**src/rtl/coef_cfg_pkg.sv**
```systemverilog
// Shared constants, frame layout and FSM state type for the coefficient loader.
// Used by coef_load_ctrl; no ports.
package coef_cfg_pkg;

    localparam int         NUM_STAGES      = 4;
    localparam int         COEF_W          = 16;
    localparam logic [7:0] SYNC_BYTE       = 8'hA5;
    localparam int         COEFS_PER_STAGE = 5;

    localparam int STAGE_BITS = COEFS_PER_STAGE * COEF_W;
    localparam int FRAME_BITS = 16 + NUM_STAGES * STAGE_BITS;
    localparam int IDX_W      = (NUM_STAGES > 1) ? $clog2(NUM_STAGES) : 1;

    // Frame header: sync byte, reserved nibble, bypass mask.
    localparam int SYNC_LO   = FRAME_BITS - 8;
    localparam int MASK_LO   = FRAME_BITS - 16;
    localparam int STAGE0_LO = MASK_LO - STAGE_BITS;

    typedef enum logic [1:0] {
        IDLE,
        CHECK,
        WAIT_TICK,
        COMMIT
    } state_t;

    // Stage 0 sits just below the header; later stages move toward bit 0.
    function automatic int stage_lo(input logic [IDX_W-1:0] s);
        return STAGE0_LO - STAGE_BITS * int'(s);
    endfunction

endpackage

```
**src/rtl/sync_pulse.sv**
```systemverilog
// 2-FF synchronizer followed by a rising-edge detector.
// Ports: clk, reset (sync, active-high), d (async level), rise (1-cycle pulse).
module sync_pulse (
    input  logic clk,
    input  logic reset,
    input  logic d,
    output logic rise
);

    logic s1;
    logic s2;
    logic s3;

    always_ff @(posedge clk) begin
        if (reset) begin
            s1 <= 1'b0;
            s2 <= 1'b0;
            s3 <= 1'b0;
        end else begin
            s1 <= d;
            s2 <= s1;
            s3 <= s2;
        end
    end

    // s3 clears on reset, so a level already high at release reads as a rise.
    assign rise = s2 & ~s3;

endmodule

```
**src/rtl/coef_load_ctrl.sv**
```systemverilog
// Loads SPI coefficient frames into the biquad cascade on a sample boundary.
// Ports: clk, reset, spi_valid/spi_data (sck-side frame), sample_tick;
//   coef_we/coef_stage/coef_data (write port), bypass_mask, busy,
//   cfg_loaded, frame_err; good_cnt/bad_cnt when CFG_FRAME_CNT_EN is defined.
module coef_load_ctrl
    import coef_cfg_pkg::*;
(
    input  logic                  clk,
    input  logic                  reset,
    input  logic                  spi_valid,
    input  logic [FRAME_BITS-1:0] spi_data,
    input  logic                  sample_tick,
    output logic                  coef_we,
    output logic [IDX_W-1:0]      coef_stage,
    output logic [STAGE_BITS-1:0] coef_data,
    output logic [NUM_STAGES-1:0] bypass_mask,
    output logic                  busy,
    output logic                  cfg_loaded,
    output logic                  frame_err
`ifdef CFG_FRAME_CNT_EN
    ,
    output logic [7:0]            good_cnt,
    output logic [7:0]            bad_cnt
`endif
);

    state_t                  state;
    state_t                  state_next;
    logic                    rise;
    logic [FRAME_BITS-1:0]   shadow;
    logic [IDX_W-1:0]        idx;
    logic [IDX_W-1:0]        idx_next;
    logic                    pending;
    logic [STAGE_BITS-1:0]   slice;

    logic sync_ok;
    logic last;
    logic capture;
    logic start;
    logic write_next;
    logic done;
    logic bad;
    logic unused_rsvd;

    sync_pulse u_sync (
        .clk   (clk),
        .reset (reset),
        .d     (spi_valid),
        .rise  (rise)
    );

    assign sync_ok     = shadow[SYNC_LO +: 8] == SYNC_BYTE;
    assign last        = idx == IDX_W'(NUM_STAGES - 1);
    assign unused_rsvd = ^shadow[SYNC_LO-1 : MASK_LO+NUM_STAGES];

    always_ff @(posedge clk) begin
        if (reset) state <= IDLE;
        else       state <= state_next;
    end

    always_comb begin
        state_next = state;
        unique case (state)
            IDLE:
                if (rise) state_next = CHECK;
            CHECK:
                state_next = sync_ok ? WAIT_TICK : IDLE;
            WAIT_TICK:
                if (rise)             state_next = CHECK;
                else if (sample_tick) state_next = COMMIT;
            COMMIT:
                if (last) state_next = (pending | rise) ? CHECK : IDLE;
            default:
                state_next = IDLE;
        endcase
    end

    // A newer frame in WAIT_TICK replaces the shadow; one arriving during
    // COMMIT is held off until the current load has finished.
    always_comb begin
        busy       = state != IDLE;
        done       = (state == COMMIT) && last;
        bad        = (state == CHECK) && !sync_ok;
        start      = (state == WAIT_TICK) && !rise && sample_tick;
        write_next = start || ((state == COMMIT) && !last);
        capture    = ((state == IDLE) && rise)
                   || ((state == WAIT_TICK) && rise)
                   || (done && (pending | rise));
        idx_next   = start ? '0 : idx + 1'b1;
        slice      = shadow[stage_lo(idx_next) +: STAGE_BITS];
    end

    always_ff @(posedge clk) begin
        if (reset) begin
            shadow      <= '0;
            idx         <= '0;
            pending     <= 1'b0;
            coef_we     <= 1'b0;
            coef_stage  <= '0;
            coef_data   <= '0;
            bypass_mask <= '1;
            cfg_loaded  <= 1'b0;
            frame_err   <= 1'b0;
        end else begin
            coef_we <= write_next;
            if (capture) shadow <= spi_data;
            if (done)
                pending <= 1'b0;
            else if ((state == COMMIT) && rise)
                pending <= 1'b1;
            if (write_next) begin
                idx        <= idx_next;
                coef_stage <= idx_next;
                coef_data  <= slice;
            end
            if (done) begin
                bypass_mask <= shadow[MASK_LO +: NUM_STAGES];
                cfg_loaded  <= 1'b1;
                frame_err   <= 1'b0;
            end
            if (bad) frame_err <= 1'b1;
        end
    end

`ifdef CFG_FRAME_CNT_EN
    always_ff @(posedge clk) begin
        if (reset) begin
            good_cnt <= '0;
            bad_cnt  <= '0;
        end else begin
            if (done) good_cnt <= good_cnt + 8'd1;
            if (bad)  bad_cnt  <= bad_cnt + 8'd1;
        end
    end
`endif

endmodule

```
**config.mk**
```make
export PLATFORM = sky130hd
export DESIGN_NAME = coef_load_ctrl
export DESIGN_NICKNAME = d
export VERILOG_FILES = /design/src/rtl/coef_cfg_pkg.sv /design/src/rtl/sync_pulse.sv /design/src/rtl/coef_load_ctrl.sv
export SDC_FILE = /design/constraint.sdc
export NUM_CORES = 1
export LEC_CHECK = 0
export ABC_CLOCK_PERIOD_IN_PS = 3000
export CORE_MARGIN = 3
export CORE_UTILIZATION = 26
export DETAILED_ROUTE_END_ITERATION = 8
export PLACE_DENSITY = 0.57
export SKIP_CTS_REPAIR_TIMING = 1
export SYNTH_ARGS = -nofsm -noshare
export SYNTH_HDL_FRONTEND = slang
export SYNTH_SLANG_ARGS = --single-unit
```
**constraint.sdc**
```tcl
create_clock -name clk -period 3 [get_ports clk]
set_clock_uncertainty 0.05 [all_clocks]
set_input_delay 0.9 -clock clk [delete_from_list [all_inputs] [get_ports clk]]
set_output_delay 0.9 -clock clk [all_outputs]
set_load 0.005 [all_outputs]
```
==> results of run 1 <==
==> critical path: cells and delay by family (launching register included) <==
family / cells / cell delay [ps]
flip-flops: 1 / 310
AND/OR/NAND/NOR: 1 / 300
buffers and inverters: 1 / 560
==> synth_stat cells (2+ instances only) <==
| cell | count |
|---|---|
| a221oi_2 | 20 |
| buf_6 | 2 |
| buf_2 | 96 |
| nand2_1 | 669 |
| o21ai_0 | 4 |
| inv_1 | 84 |
| nand2b_1 | 2 |
| nand4_1 | 2 |
| buf_1 | 8 |
| nand3_1 | 3 |
| nor2_1 | 8 |
| a21oi_1 | 336 |
| mux2_2 | 78 |
| a22oi_1 | 78 |
| a31oi_1 | 2 |
| a221oi_1 | 60 |
| mux2i_1 | 2 |
| dfxtp_1 | 427 |
| buf_4 | 3 |
| clkbuf_1 | 79 |
| a211oi_1 | 82 |
| nor2b_1 | 9 |
| a211o_1 | 4 |
==> stage by stage <==
stage          instances  power (µW)
3_5_place_dp        3219        7090
4_1_cts             3308       13300
3_3_place_gp        3219        7070
6_report            3309       13200
2_1_floorplan       2073        6440
5_1_grt             3309       13700
==> metal layers <==
| layer | track usage [%] | up-vias |
|---|---|---|
| met4 | 4.83 | 2 |
| li1 | - | 7763 |
| met2 | 28.6 | 499 |
| met3 | 3.10 | 88 |
| met5 | 0 | - |
| met1 | 21.4 | 7679 |
==> layout make-up <==
class / count / share of cell area (%)
sequential: 427 / 35.5
multi-input combinational: 1374 / 31.2
timing repair buffer: 479 / 20.5
clock buffer: 70 / 6.22
tap: 855 / 4.44
inverter: 84 / 1.32
clock inverter: 19 / 0.815
antenna: 1 / 0.0104
==> cells by family (layout without fill, tap and decap cells) <==
logic type / after synthesis / in the layout / synth area share (%)
DFF: 427 / 427 / 49.7
other: 0 / 1 / 0
adders and majority gates: 1 / 1 / 0.0728
AOI/OAI and AO/OA: 592 / 592 / 22.4
muxes: 80 / 80 / 5.23
and+or+nand+nor: 701 / 701 / 15.7
buffers and inverters: 272 / 652 / 6.79
==> state kept, by name (all words and copies together) (netlist names) <==
signal,cells
shadow,332
coef_data,80
bypass_mask,4
idx,2
state,2
cfg_loaded,1
coef_we,1
frame_err,1
pending,1
u_sync.s1,1
u_sync.s2,1
u_sync.s3,1
==> worst max path at each step <==
stage	start	cells past startpoint	slack, ps	to
floorplan	sample_tick	6	880	coef_data[10]$_SDFFE_PP0P_
global placement	sample_tick	6	190	coef_data[69]$_SDFFE_PP0P_
detailed placement	sample_tick	7	150	coef_data[42]$_SDFFE_PP0P_
CTS	state[1]$_SDFFE_PP0P_	2	260	busy
global route	state[1]$_SDFFE_PP0P_	2	220	busy
finish	state[1]$_SDFFE_PP0P_	2	290	busy
==> report_power, final <==
part | switching (µW) | leakage (µW) | total, µW | internal [µW]
logic | 479 | 0.00367 | 1060 | 580
clock network | 2470 | 0.000842 | 6210 | 3740
registers | 77.1 | 0.00346 | 5900 | 5830
==> flow_summary.json, run 1 <==
{
  "drt_wl_total_mm": 60.3,
  "pin_count": 430,
  "synth_cell_types": 38,
  "peakVddDrop_uv": 345,
  "worstPathArrival_ps": 1760,
  "cts-htree-levels": 2,
  "fin_crit_sh_pct": 90.2,
  "die_h_um": 263,
  "fin_util_pct": 37.1,
  "ff2ff_path_depth": 6,
  "hpwlAfterDp_mm": 40.5,
  "grt_start_max_net_pins": 142,
  "period_needed_ps": 2710,
  "cts_tree": "built",
  "clk_pin_slew_ps": 60,
  "status": "finished, final reports clean",
  "overflow": 0,
  "slew_violations": 0,
  "layout-drive-gt1-share_pct": 10.1,
  "worst_pin_slew_ps": 842,
  "clock_latency_ps": 590,
  "area_growth_pct": 40.2,
  "ys_seq_elements": 427,
  "fin_tns_setup_ps": 0,
  "post-place-ws_ps": 153,
  "grt_pass1_vias": 16200,
  "timing.fmax_ghz": 0.370,
  "vias": 16000,
  "crit_path_start_kind": "flop",
  "routabilityCongestion": 0.809,
  "powerDensity_mw_per_mm2": 547,
  "finalSetupViolCount": 0,
  "met1_length_mm": 26.2,
  "port_buffers": 425,
  "hold_path.class": "reg2reg",
  "nets": 2756,
  "rr_startpoint": "idx[0]$_SDFFE_PP0P_",
  "min_from": "shadow[122]$_SDFFE_PP0P_",
  "slowest_stage": "clkdlybuf4s50_1",
  "netlist_instances": 2073,
  "slowest_delay_ps": 560,
  "multiInputGateArea_mm2": 0.00751,
  "hold-path-endpoint": "shadow[122]$_SDFFE_PP0P_",
  "cts_num_sinks": 427,
  "drtIter0Drc": 1030,
  "syn-cell-area_mm2": 0.0172,
  "dpl_cell_area_mm2": 0.0224,
  "wl_met2_mm": 29.3,
  "antenna_found_initial": 3,
  "path_max_fanout": 2,
  "async_reset_ff_share_pct": 0,
  "power.leakage_uw": 0.00798,
  "grt_use_total_pct": 16.7,
  "cts_buffers": 49,
  "synth_edf_count": 0,
  "vias_per_cell": 4.84,
  "r2r_slack_ps": 530,
  "slew_headroom_pct": 43.9,
  "clk_path_buf_depth": 3,
  "core_area_mm2": 0.0649,
  "maxCapViolCount": 0,
  "clockRootBuffer": "clkbuf_16",
  "design_area_mm2": 0.0241,
  "dr.pass1.iters": 5,
  "dr_wl_met3_mm": 3.47,
  "wl_per_cell_um": 18.2,
  "start_util_pct": 26.5,
  "synth_top_cell_by_area": "dfxtp_1",
  "synth_seq_area_share_pct": 49.7,
  "endpoint_kind": "output pin",
  "final_common_cell": "nand2_1",
  "rsz0062_at_grt": "false",
  "seq_area_mm2": 0.00855,
  "synthTopCellsByArea": "dfxtp_1 (50%), nand2_1 (15%), a21oi_1 (9.8%), mux2_2 (5.1%), a211oi_1 (3.6%)",
  "highest_layer": "met5",
  "yosysTopAreaCellShare_pct": 49.7,
  "worstPathRequired_ps": 2050,
  "num_rows": 93,
  "yosys_warnings": 0,
  "final_cell_mix": "nand2_1 (669), dfxtp_1 (426), clkdlybuf4s50_1 (424), a21oi_1 (335), inv_1 (83)",
  "path_class": "reg2out",
  "holdWs_ps": 402,
  "grt_pass1_wl_mm": 92.9,
  "finalHoldViolCount": 0,
  "reg2reg_to": "coef_data[54]$_SDFFE_PP0P_",
  "cp_cell_sequence": "or2_2, clkdlybuf4s50_1",
  "avgSynthCellArea_um2": 8.29,
  "syn_nets": 2414,
  "setup_ws_ps": 294,
  "dieArea_mm2": 0.0692,
  "fillers": 6568,
  "min_path_cells": 2,
  "die-width_um": 263,
  "route.detailed.drc": 0,
  "ys.flop_type": "dfxtp_1",
  "antenna_left": 0
}
Note: power is estimated with default switching activity, not from simulation.
==> run 2, diff against run 1 <==
- GPL_TIMING_DRIVEN: default -> 0
==> run 2 against run 1 <==
Die area is the same. Sequential share of layout area is 0.31 points lower. Cell count increased by 4.5%. Critical path depth up 2. Utilization grew 0.31 points. Worst setup slack got worse by 190 ps. Critical path type is now in2reg. Largest power group unchanged.
==> flow_summary.json, run 2 (synthesis results as in run 1) <==
{
  "status": "finished, final reports clean",
  "crit_path_start_kind": "input pin",
  "slew_violations": 0,
  "design_area_mm2": 0.0243,
  "pin_count": 430,
  "worstPathArrival_ps": 3280,
  "cts_num_sinks": 427,
  "dr.pass1.iters": 5,
  "vias": 16800,
  "cts-htree-levels": 2,
  "clock_latency_ps": 590,
  "worst_pin_slew_ps": 1300,
  "hold_path.class": "reg2reg",
  "dpl_cell_area_mm2": 0.0225,
  "slew_headroom_pct": 13.7,
  "antenna_left": 0,
  "nets": 2894,
  "area_growth_pct": 41.4,
  "critPathCapture": "shadow[218]$_SDFFE_PP0P_",
  "top_register": "shadow",
  "route.detailed.drc": 0,
  "overflow": 0,
  "timing.fmax_ghz": 0.345,
  "r2r_slack_ps": 190,
  "period_needed_ps": 2900,
  "path_max_fanout": 10,
  "core_area_mm2": 0.0649,
  "dieArea_mm2": 0.0692,
  "top_regs": "shadow (332), coef_data (80), bypass_mask (4)",
  "maxCapViolCount": 0,
  "rsz0062_at_grt": "false",
  "path_class": "in2reg",
  "wl_per_cell_um": 20.9,
  "final_common_cell": "nand2_1",
  "cts_buffers": 50,
  "ff2ff_path_depth": 7,
  "peakVddDrop_uv": 349,
  "multiInputGateArea_mm2": 0.00748,
  "clockRootBuffer": "clkbuf_16",
  "vias_per_cell": 4.86,
  "finalHoldViolCount": 0,
  "drt_wl_total_mm": 72.2,
  "final_cell_mix": "nand2_1 (669), dfxtp_1 (427), clkdlybuf4s50_1 (423), a21oi_1 (336), buf_2 (97)",
  "startpoint": "reset",
  "port_buffers": 424,
  "cts_tree": "built",
  "grt_start_max_net_pins": 14,
  "seq_area_mm2": 0.00855,
  "rr_startpoint": "idx[0]$_SDFFE_PP0P_",
  "num_rows": 93,
  "grt_pass1_vias": 17200,
  "power_uw": 13400,
  "powerDensity_mw_per_mm2": 553,
  "fin_tns_setup_ps": 0,
  "reg2reg_to": "coef_data[45]$_SDFFE_PP0P_",
  "hpwlAfterDp_mm": 54.7,
  "die_h_um": 263,
  "fillers": 6536,
  "grt_use_total_pct": 20.0,
  "worstPathRequired_ps": 3380,
  "endpoint_kind": "flop",
  "grt_pass1_wl_mm": 106,
  "antenna_found_initial": 12,
  "layout-drive-gt1-share_pct": 11.1,
  "routabilityCongestion": 0.830,
  "finalSetupViolCount": 0,
  "drtIter0Drc": 1036,
  "power.leakage_uw": 0.00816,
  "largest_reg_flops": 332,
  "die-width_um": 263,
  "fin_util_pct": 37.4,
  "clk_path_buf_depth": 3,
  "clk_pin_slew_ps": 60,
  "start_util_pct": 26.5,
  "fin_crit_sh_pct": 96.6,
  "min_from": "shadow[99]$_SDFFE_PP0P_"
}
## run 2: area by class of cell
class / instances / area share (%)
diodes: 11 / 0.113
plain buffers: 188 / 3.52
clock buffers: 76 / 6.19
clock inverters: 15 / 0.912
inverters: 84 / 1.30
multi-input cells: 1374 / 30.8
flip-flops and latches: 427 / 35.2
well taps: 855 / 4.40
repair buffers: 428 / 17.6
## run 2: stage by stage
stage / worst slack, ps / cells / hold WS [ps]
floorplan: 875 / 2073 / 364
global placement: -580 / 3352 / 389
detailed placement: -603 / 3352 / 379
CTS: -194 / 3443 / 401
global route: 19.6 / 3455 / 419
finish: 102 / 3458 / 403
## run 2: worst min path at each step
stage | end | cells after the start
2_1_floorplan | u_sync.s2$_SDFF_PP0_ | 1
3_3_place_gp | u_sync.s2$_SDFF_PP0_ | 1
3_5_place_dp | u_sync.s2$_SDFF_PP0_ | 1
4_1_cts | shadow[99]$_SDFFE_PP0P_ | 2
5_1_grt | shadow[58]$_SDFFE_PP0P_ | 2
6_report | shadow[99]$_SDFFE_PP0P_ | 2
## run 2: metal layers
metal  wire, µm  global-route usage [%]  up-vias
li1           -                       -     8066
met1      31000                    25.4     8046
met2      34100                    33.3      568
met3       4580                    3.95      134
met4       2510                    7.97        2
met5         13                       0        -
## run 2: worst max-delay path, cell delays in order
cell,delay (ps)
clkbuf_1,710
clkbuf_1,1020
clkbuf_1,540
a21oi_1,90
## run 2: power by group
part / switching (µW) / total, µW / internal, µW
Combinational: 567 / 1140 / 572
Clock: 2510 / 6390 / 3880
Sequential: 81.0 / 5910 / 5830
Total: 3160 / 13400 / 10300
==> run 3, diff against run 2 <==
- SETUP_SLACK_MARGIN: default -> 0.2
==> run 3 against run 2 <==
Clock-buffer cell count unchanged. Via count increased by 0.32%. Register-to-register slack improved by 310 ps. Sequential share of layout area fell by 0.087 points. Die area stayed put. First-iteration DRC count grew 3.4%. Highest routed layer unchanged.
==> flow_summary.json, run 3 (synthesis results as in run 1) <==
{
  "nets": 2899,
  "overflow": 0,
  "finalHoldViolCount": 0,
  "port_buffers": 424,
  "grt_pass1_wl_mm": 106,
  "peakVddDrop_uv": 349,
  "min_path_cells": 2,
  "layout-drive-gt1-share_pct": 11.5,
  "wl_per_cell_um": 20.8,
  "clockRootBuffer": "clkbuf_16",
  "maxCapViolCount": 0,
  "antenna_found_initial": 13,
  "path_max_fanout": 10,
  "r2r_slack_ps": 500,
  "final_cell_mix": "nand2_1 (669), dfxtp_1 (426), clkdlybuf4s50_1 (423), a21oi_1 (336), buf_2 (97)",
  "cts_buffers": 50,
  "routabilityCongestion": 0.830,
  "clk_pin_slew_ps": 60,
  "slowest_delay_ps": 300,
  "antenna_left": 0,
  "startpoint": "state[1]$_SDFFE_PP0P_",
  "die-width_um": 263,
  "core_area_mm2": 0.0649,
  "hold-path-endpoint": "shadow[127]$_SDFFE_PP0P_",
  "vias_per_cell": 4.87,
  "top_register": "shadow",
  "worstPathArrival_ps": 1700,
  "grt_start_max_net_pins": 14,
  "top_regs": "shadow (332), coef_data (80), bypass_mask (4)",
  "ff2ff_path_depth": 8,
  "hpwlAfterDp_mm": 54.7,
  "worstPathRequired_ps": 2050,
  "rsz0062_at_grt": "false",
  "slew_headroom_pct": 28.6,
  "drt_wl_total_mm": 72.1,
  "worst_pin_slew_ps": 1070,
  "largest_reg_flops": 332,
  "critPathBufInv": 3,
  "fin_tns_setup_ps": 0,
  "min_from": "shadow[127]$_SDFFE_PP0P_",
  "finalSetupViolCount": 0,
  "seq_area_mm2": 0.00855,
  "cts_num_sinks": 427,
  "path_class": "reg2out",
  "cts_tree": "built",
  "power.leakage_uw": 0.00820,
  "route.detailed.drc": 0,
  "hold_path.class": "reg2reg",
  "num_rows": 93,
  "holdWs_ps": 403,
  "timing.fmax_ghz": 0.377,
  "period_needed_ps": 2650,
  "cp_num_cells": 4,
  "cp_cell_sequence": "buf_2, buf_2, or2_4, dlymetal6s2s_1",
  "clk_path_buf_depth": 3,
  "drtIter0Drc": 1071,
  "fillers": 6537,
  "area_growth_pct": 41.7,
  "fin_crit_sh_pct": 88.4,
  "crit_path_start_kind": "flop",
  "vias": 16900,
  "path_common_cell": "buf_2",
  "status": "finished, final reports clean",
  "powerDensity_mw_per_mm2": 552,
  "pin_count": 430,
  "endpoint_kind": "output pin",
  "grt_pass1_vias": 17200,
  "grt_use_total_pct": 20.0,
  "dieArea_mm2": 0.0692,
  "final_common_cell": "nand2_1",
  "path_delay_family": "buffers and inverters",
  "slew_violations": 0,
  "cts-htree-levels": 2,
  "clock_latency_ps": 580,
  "slowest_stage": "dfxtp_1",
  "dr.pass1.iters": 8,
  "multiInputGateArea_mm2": 0.00748,
  "reg2reg_to": "coef_data[19]$_SDFFE_PP0P_",
  "die_h_um": 263,
  "rr_startpoint": "idx[0]$_SDFFE_PP0P_",
  "start_util_pct": 26.5
}
-- run 3: cell count changes in the layout (fill, tap and decap cells not counted) --
cell      delta
or2_2        -1
clkbuf_2     +6
buf_4        +4
diode_2      +1
or2_4        +1
buf_12       +1
clkbuf_1     -4
dfxtp_2      +1
dfxtp_1      -1
buf_1        -2
-- run 3: how the worst max path moves through the flow --
stage                                  to
6_report                             busy
2_1_floorplan  coef_data[10]$_SDFFE_PP0P_
3_5_place_dp     shadow[218]$_SDFFE_PP0P_
4_1_cts          shadow[219]$_SDFFE_PP0P_
3_3_place_gp     shadow[217]$_SDFFE_PP0P_
5_1_grt                              busy
-- run 3: layout make-up --
type	instances	area share (%)
flip-flops and latches	427	35.1
diodes	12	0.123
multi-input cells	1374	30.7
plain buffers	188	3.54
clock buffers	76	6.17
well taps	855	4.39
repair buffers	433	17.8
inverters	84	1.29
clock inverters	15	0.909
-- run 3: stage by stage --
stage	util [%]	worst slack, ps	power, µW	cell area, µm²	std cells
finish	37.5	348	13400	24400	3464
global route	37.5	278	13900	24300	3460
CTS	37.3	-194	13600	24200	3443
detailed placement	34.6	-603	7170	22500	3352
global placement	34.6	-580	7150	22500	3352
floorplan	-	875	6440	17200	2073
-- run 3: per-layer routing --
| layer | share of wire [%] | global-route usage, % | routed length, µm | up-vias |
|---|---|---|---|---|
| li1 | - | - | - | 8070 |
| met1 | 43 | 25.4 | 30800 | 8069 |
| met2 | 47 | 33.3 | 34000 | 596 |
| met3 | 6.5 | 3.95 | 4690 | 133 |
| met4 | 3.6 | 7.97 | 2600 | 2 |
| met5 | 0.018 | 0 | 13 | - |
-- run 3: worst register-to-register path, stage by stage, from the launching register on --
cell and delay [ps]:
dfxtp_2 450, ha_1 260, buf_2 190, inv_1 140, a32o_1 140, buf_2 330, buf_2 410, a22oi_1 190
a221oi_2 250
-- run 3: where the power goes --
| part | internal (µW) | total, µW | switching (µW) |
|---|---|---|---|
| Clock | 3880 | 6400 | 2510 |
| Combinational | 572 | 1140 | 566 |
| Sequential | 5830 | 5910 | 81.0 |
| Total | 10300 | 13400 | 3160 |
